===== config.mk =====
export PLATFORM = sky130hd
export DESIGN_NAME = svc_rv_mmio_stream
export DESIGN_NICKNAME = d
export VERILOG_FILES = /design/src/rtl/svc_rv_mmio_stream.sv
export SDC_FILE = /design/constraint.sdc
export NUM_CORES = 1
export LEC_CHECK = 0
export CORE_UTILIZATION = 35
export CTS_CLUSTER_DIAMETER = 80
export DETAILED_ROUTE_END_ITERATION = 8
export PLACE_DENSITY = 0.55
export SYNTH_ARGS = -nofsm -noshare
export SYNTH_HDL_FRONTEND = slang
export SYNTH_SLANG_ARGS = --single-unit

===== constraint.sdc =====
create_clock -name clk -period 3.7 [get_ports clk]
set_clock_uncertainty 0.2 [all_clocks]
set_input_delay 0.74 -clock clk [delete_from_list [all_inputs] [get_ports clk]]
set_output_delay 0.74 -clock clk [all_outputs]
set_load 0.03 [all_outputs]

===== src/rtl/svc_rv_mmio_stream.sv =====
// MMIO byte-stream peripheral: TX/RX byte FIFOs behind the io_* bus.
// Define SVC_RV_MMIO_STREAM_CYCLES_EN to add a free-running cycle counter at index 3.
module svc_rv_mmio_stream #(
  parameter int AW       = 10,
  parameter int TX_DEPTH = 16,
  parameter int RX_DEPTH = 16
) (
  input  logic        clk,
  input  logic        rst,
  input  logic        io_ren,
  input  logic [31:0] io_raddr,
  output logic [31:0] io_rdata,
  input  logic        io_wen,
  input  logic [31:0] io_waddr,
  input  logic [31:0] io_wdata,
  input  logic [3:0]  io_wstrb,
  output logic        utx_valid,
  output logic [7:0]  utx_data,
  input  logic        utx_ready,
  input  logic        urx_valid,
  input  logic [7:0]  urx_data,
  output logic        urx_ready
);

  localparam int TXW = $clog2(TX_DEPTH);
  localparam int RXW = $clog2(RX_DEPTH);
  localparam int IW  = AW - 2;

  localparam logic [IW-1:0] IDX_TX = IW'(0);
  localparam logic [IW-1:0] IDX_ST = IW'(1);
  localparam logic [IW-1:0] IDX_RX = IW'(2);
  localparam logic [IW-1:0] IDX_CY = IW'(3);

  localparam logic [TXW:0] TX_FULL = (TXW+1)'(TX_DEPTH);
  localparam logic [RXW:0] RX_FULL = (RXW+1)'(RX_DEPTH);

  logic [IW-1:0] ridx;
  logic [IW-1:0] widx;
  assign ridx = io_raddr[AW-1:2];
  assign widx = io_waddr[AW-1:2];

  logic [7:0]   tx_mem [TX_DEPTH];
  logic [TXW-1:0] tx_wp;
  logic [TXW-1:0] tx_rp;
  logic [TXW:0]   tx_cnt;
  logic           tx_drop;

  logic [7:0]   rx_mem [RX_DEPTH];
  logic [RXW-1:0] rx_wp;
  logic [RXW-1:0] rx_rp;
  logic [RXW:0]   rx_cnt;

  logic tx_full, tx_empty, rx_full, rx_empty;
  logic tx_wr, tx_push, tx_pop, drop_clr;
  logic rx_push, rx_pop;

  assign tx_full  = tx_cnt == TX_FULL;
  assign tx_empty = tx_cnt == '0;
  assign rx_full  = rx_cnt == RX_FULL;
  assign rx_empty = rx_cnt == '0;

  // Full check uses the pre-pop count: a same-cycle pop never makes room
  assign tx_wr    = io_wen && widx == IDX_TX && io_wstrb[0];
  assign tx_push  = tx_wr && !tx_full;
  assign tx_pop   = !tx_empty && utx_ready;
  assign drop_clr = io_wen && widx == IDX_ST && io_wstrb[0] && io_wdata[3];

  assign rx_push  = urx_valid && !rx_full;
  assign rx_pop   = io_ren && ridx == IDX_RX && !rx_empty;

  assign utx_valid = !tx_empty;
  assign utx_data  = tx_mem[tx_rp];
  assign urx_ready = !rx_full;

  always_ff @(posedge clk) begin
    if (tx_push) tx_mem[tx_wp] <= io_wdata[7:0];
    if (rx_push) rx_mem[rx_wp] <= urx_data;
  end

  always_ff @(posedge clk) begin
    if (rst) begin
      tx_wp   <= '0;
      tx_rp   <= '0;
      tx_cnt  <= '0;
      tx_drop <= 1'b0;
    end else begin
      if (tx_push) tx_wp <= tx_wp + TXW'(1);
      if (tx_pop)  tx_rp <= tx_rp + TXW'(1);
      unique case ({tx_push, tx_pop})
        2'b10:   tx_cnt <= tx_cnt + (TXW+1)'(1);
        2'b01:   tx_cnt <= tx_cnt - (TXW+1)'(1);
        default: tx_cnt <= tx_cnt;
      endcase
      if (tx_wr && tx_full) tx_drop <= 1'b1;
      else if (drop_clr)    tx_drop <= 1'b0;
    end
  end

  always_ff @(posedge clk) begin
    if (rst) begin
      rx_wp  <= '0;
      rx_rp  <= '0;
      rx_cnt <= '0;
    end else begin
      if (rx_push) rx_wp <= rx_wp + RXW'(1);
      if (rx_pop)  rx_rp <= rx_rp + RXW'(1);
      unique case ({rx_push, rx_pop})
        2'b10:   rx_cnt <= rx_cnt + (RXW+1)'(1);
        2'b01:   rx_cnt <= rx_cnt - (RXW+1)'(1);
        default: rx_cnt <= rx_cnt;
      endcase
    end
  end

  logic [31:0] cyc_val;
`ifdef SVC_RV_MMIO_STREAM_CYCLES_EN
  logic [31:0] cycles;
  always_ff @(posedge clk) begin
    if (rst) cycles <= '0;
    else     cycles <= cycles + 32'd1;
  end
  assign cyc_val = cycles;
`else
  assign cyc_val = '0;
`endif

  logic [31:0] rd_nxt;
  always_comb begin
    rd_nxt = '0;
    unique case (1'b1)
      ridx == IDX_ST:
        rd_nxt = {28'b0, tx_drop, !rx_empty, tx_empty, tx_full};
      ridx == IDX_RX:
        rd_nxt = rx_empty ? 32'h8000_0000 : {24'b0, rx_mem[rx_rp]};
      ridx == IDX_CY:
        rd_nxt = cyc_val;
      default:
        rd_nxt = '0;
    endcase
  end

  always_ff @(posedge clk) begin
    if (rst)         io_rdata <= '0;
    else if (io_ren) io_rdata <= rd_nxt;
  end

  logic unused_bits;
  assign unused_bits = ^{io_raddr[31:AW], io_raddr[1:0],
                         io_waddr[31:AW], io_waddr[1:0],
                         io_wdata[31:8], io_wstrb[3:1]};

endmodule


==> qor.log <==
INFO  run_status     run_status=finished, final reports clean
INFO  synth          netlist_instances=683
INFO  critical_path  critical_path.cell_chain=buf_12 > mux4_1 > mux4_2 > dlygate4sd2_1
INFO  final_layout   drive_gt1_frac=0.189
INFO  placed_design  port_buffers=57
INFO  synth          synth_area_leaders=sky130_fd_sc_hd__edfxtp_1, sky130_fd_sc_hd__mux4_2, sky130_fd_sc_hd__dfxtp_1
INFO  synth          synth_edf_count=256
INFO  grt            maximum_number_of_pins_on_one_net_before_global_route_repair=40
INFO  power          p_sw=1360uW
INFO  grt            grt.met1_usage=0.175
INFO  detailed_routing routedWlPerCell=18.8um
INFO  timing         finalCritPeriodShare=0.970
INFO  synth          post-synth-top-area-cell=sky130_fd_sc_hd__edfxtp_1
INFO  final_layout   finish.net_count=924
INFO  die            die_h=189um
INFO  synth          yosysWarningCount=0
INFO  cts            cts_hold_buffers=0
INFO  final_layout   final-instance-count-excl-fill=1270
INFO  critical_path  critical_path_buf_inv_count=2
INFO  synth          async_reset_ff_frac=0
INFO  critical_path  critical_path.max_fanout=16
INFO  timing         max_slew_margin=0.536
INFO  detailed_routing drt_drc_violations_left=0
INFO  critical_path  startpoint_type=flip-flop
INFO  critical_path  cp_slowest_stage_delay=0.64ns
INFO  detailed_routing dr_total_vias=6010
INFO  power          clkPwrFrac=0.434
INFO  final_layout   antennaDiodeCount=0
INFO  power          swShare=0.197
INFO  power          p_int=5560uW
INFO  detailed_routing total_wirelength=23.9mm
INFO  grt            grt_first_pass_wirelength=37.3mm
INFO  timing         setup_viol=0
INFO  grt            met2_grt_util=0.247
INFO  timing         postLayoutSetupSlackWorst=0.109ns
INFO  die            start_util=0.354
INFO  timing         fmax=0.279GHz
INFO  critical_path  critPathCaptureType=output pin
INFO  cts            postCtsSetupBuffers=0
INFO  grt            grt.busiest_layer=met2
INFO  die            ios=156
INFO  critical_path  cp_slowest_cell=sky130_fd_sc_hd__mux4_1
INFO  detailed_routing first_pass_iteration_count_of_the_detailed_router=4
INFO  synth          synth_seq_cells=300
INFO  cts            cts_made_buffers=31
INFO  synth          post_synth.cell_area_avg=17.9um^2
INFO  grt            overflow=0
INFO  synth          synth.lib_cells_used.distinct=48
INFO  grt            first_global_vias=6325
INFO  placed_design  placement.setup.worst_slack=-0.0114ns
INFO  timing         rsz0062_at_grt=no
INFO  placed_design  dp.final_hpwl=15.5mm
INFO  critical_path  path_class=reg2out
INFO  cts            clkSinkCount=300
INFO  synth          synthesis.area=12200um^2
INFO  timing         hold_slack_final=0.280ns
INFO  grt            globalRouteTotalUtil=0.138
INFO  placed_design  globalplace.congestion=0.715
INFO  power          irDropWorstVdd=404uV
INFO  critical_path  crit_required=2.76ns
INFO  die            fp.dieArea=35600um^2
INFO  placed_design  dp.cells=1212
INFO  grt            grt_antenna_before_repair=0
INFO  final_layout   area_delta_synth_final=18.7%
INFO  critical_path  crit_family=multiplexers
INFO  detailed_routing drt_first_iter_violations=380
INFO  detailed_routing final_antenna_net_count=0
INFO  timing         final.min_clock_period=3.59ns
INFO  power          p_leak=0.00481uW
INFO  synth          synth-seq-area-share=0.702
INFO  cts            cts-root-buf=sky130_fd_sc_hd__clkbuf_16
INFO  final_layout   final_core_util=0.420
INFO  timing         report.final.slew_viol_count=0
INFO  critical_path  critPathArrivalTime=2.65ns
INFO  hold_path      worstHoldPathType=reg2reg
INFO  synth          synth_ff_type=sky130_fd_sc_hd__edfxtp_1
INFO  final_layout   layout.filler_cells=3103
INFO  power          seq_power_share=0.535
INFO  die            core=34500um^2
INFO  cts            cts_tree=done
INFO  die            num_rows=68
INFO  synth          synth_top_cell_area_share=0.630
INFO  timing         hold_viol=0
INFO  power          power.combinational.fraction=0.031
INFO  die            floorplan.die.width=189um
INFO  timing         worst-slew-pin-transition=0.695ns
INFO  cts            clockBufferDepth=3
INFO  cts            ctsHtreeMaxLevel=1
INFO  detailed_routing drt-vias-per-instance=4.73
INFO  grt            grt.met3_usage=0.0205
INFO  cts            clk_transition_reported_paths=0.06ns
INFO  cts            clock_latency_reported_for_the_late_side_of_the_worst_skew_pair=0.54ns
INFO  power          pwr_density_cell=478nW/um^2
INFO  run            cap_violations=0
==> cells by family (layout without fill, tap and decap cells) <==
kind of cell,after synthesis,after routing,synth area share
DFF,300,300,0.702
AOI/OAI and AO/OA,49,49,0.0245
and+or+nand+nor,151,151,0.0596
other,1,23,0.000307
buffers and inverters,65,175,0.0329
xor gates and xnor gates,20,20,0.0144
muxes,78,78,0.146
adders and majority gates,19,19,0.0201
==> power groups by stage <==
stage | Clock (uW) | Sequential (uW) | Combinational, uW
after floorplan | 0 | 3770 | 115
after global placement | 0 | 3770 | 214
after detailed placement | 0 | 3770 | 216
after CTS | 3080 | 3700 | 217
after global routing | 3220 | 3700 | 235
final | 3000 | 3700 | 214
==> area by class of cell <==
type	count	area (um^2)	area share
multi-input combinational	340	3320	0.229
sequential	300	8570	0.592
timing repair buffer	109	993	0.0686
clock inverter	7	70.1	0.00484
tap	455	569	0.0393
clock buffer	50	933	0.0644
inverter	9	33.8	0.00233
==> repair_timing <==
item / 4_1_cts / 5_1_grt
cloned: 0 / 1
pin swaps: 0 / 0
setup endpoints to repair: 8 / 1
resized for setup: 8 / 0
==> cell usage in the layout, fill, tap and decap left out, drive strengths merged, types with 2 or more instances in the layout <==
cell type / instances
a21oi: 20
nor2: 60
o21ai: 9
nand2b: 8
inv: 9
mux2i: 5
a22oi: 8
and3: 3
nand4: 4
a21boi: 2
conb: 23
xnor2: 7
nor2b: 9
edfxtp: 256
nor3: 12
a21o: 3
mux4: 73
nand2: 25
o22ai: 2
or3: 3
xor2: 13
nor4: 4
dlygate4sd2: 8
and2: 2
clkbuf: 51
nand3: 17
buf: 51
clkdlybuf4s50: 49
ha: 18
dfxtp: 44
clkinv: 6
==> registers in the layout (all words and copies together) (netlist names), 5 cells and up, named ones only <==
| register | flops |
|---|---|
| rx_mem | 128 |
| tx_mem | 128 |
| io_rdata | 9 |
| rx_cnt | 5 |
| tx_cnt | 5 |
==> tightest hold or removal path, delay by kind of cell, from the launching register on <==
family,cells,cell delay [ns]
simple gates,1,0.07
flops,1,0.31
compound gates,1,0.05
==> path summary, 6_finish.rpt <==
kind	startpoint	to	slack [ns]	cells after the start
worst min register to register	io_rdata[31]	io_rdata[31]	0.28	2
worst min-delay path	io_rdata[31]	io_rdata[31]	0.28	2
worst max-delay path	flip-flop	utx_data[6]	0.11	4
worst max register to register	rx_cnt[0]	rx_cnt[4]	0.51	11
==> cell usage after synthesis, drive strengths merged, types with 2 or more instances <==
library cell and n:
xor2 13, o22ai 2, a21boi 2, nand3 17, o21ai 9, mux4 73, nor2b 9, nand2 25
inv 9, nor3 12, edfxtp 256, a21oi 20, a21o 3, xnor2 7, mux2i 5, a22oi 8
or3 3, nand4 4, nand2b 8, dfxtp 44, and2 2, nor2 60, ha 18, clkbuf 14
buf 42, nor4 4, and3 3
==> metal layers <==
metal / wire [um] / vias to the layer above
met5: 0 / -
met4: 409 / 0
met3: 828 / 32
met2: 12300 / 100
met1: 10300 / 3015
li1: - / 2863
==> metrics by stage <==
stage	setup TNS, ns	area, um^2	total power [uW]
detailed placement	-0.0114	13500	3990
global route	0	14500	7160
CTS	0	14500	7000
global placement	-0.000835	13500	3990
floorplan	0	12300	3890
finish	0	14500	6920
No activity file was read; power rests on OpenSTA's default activity.
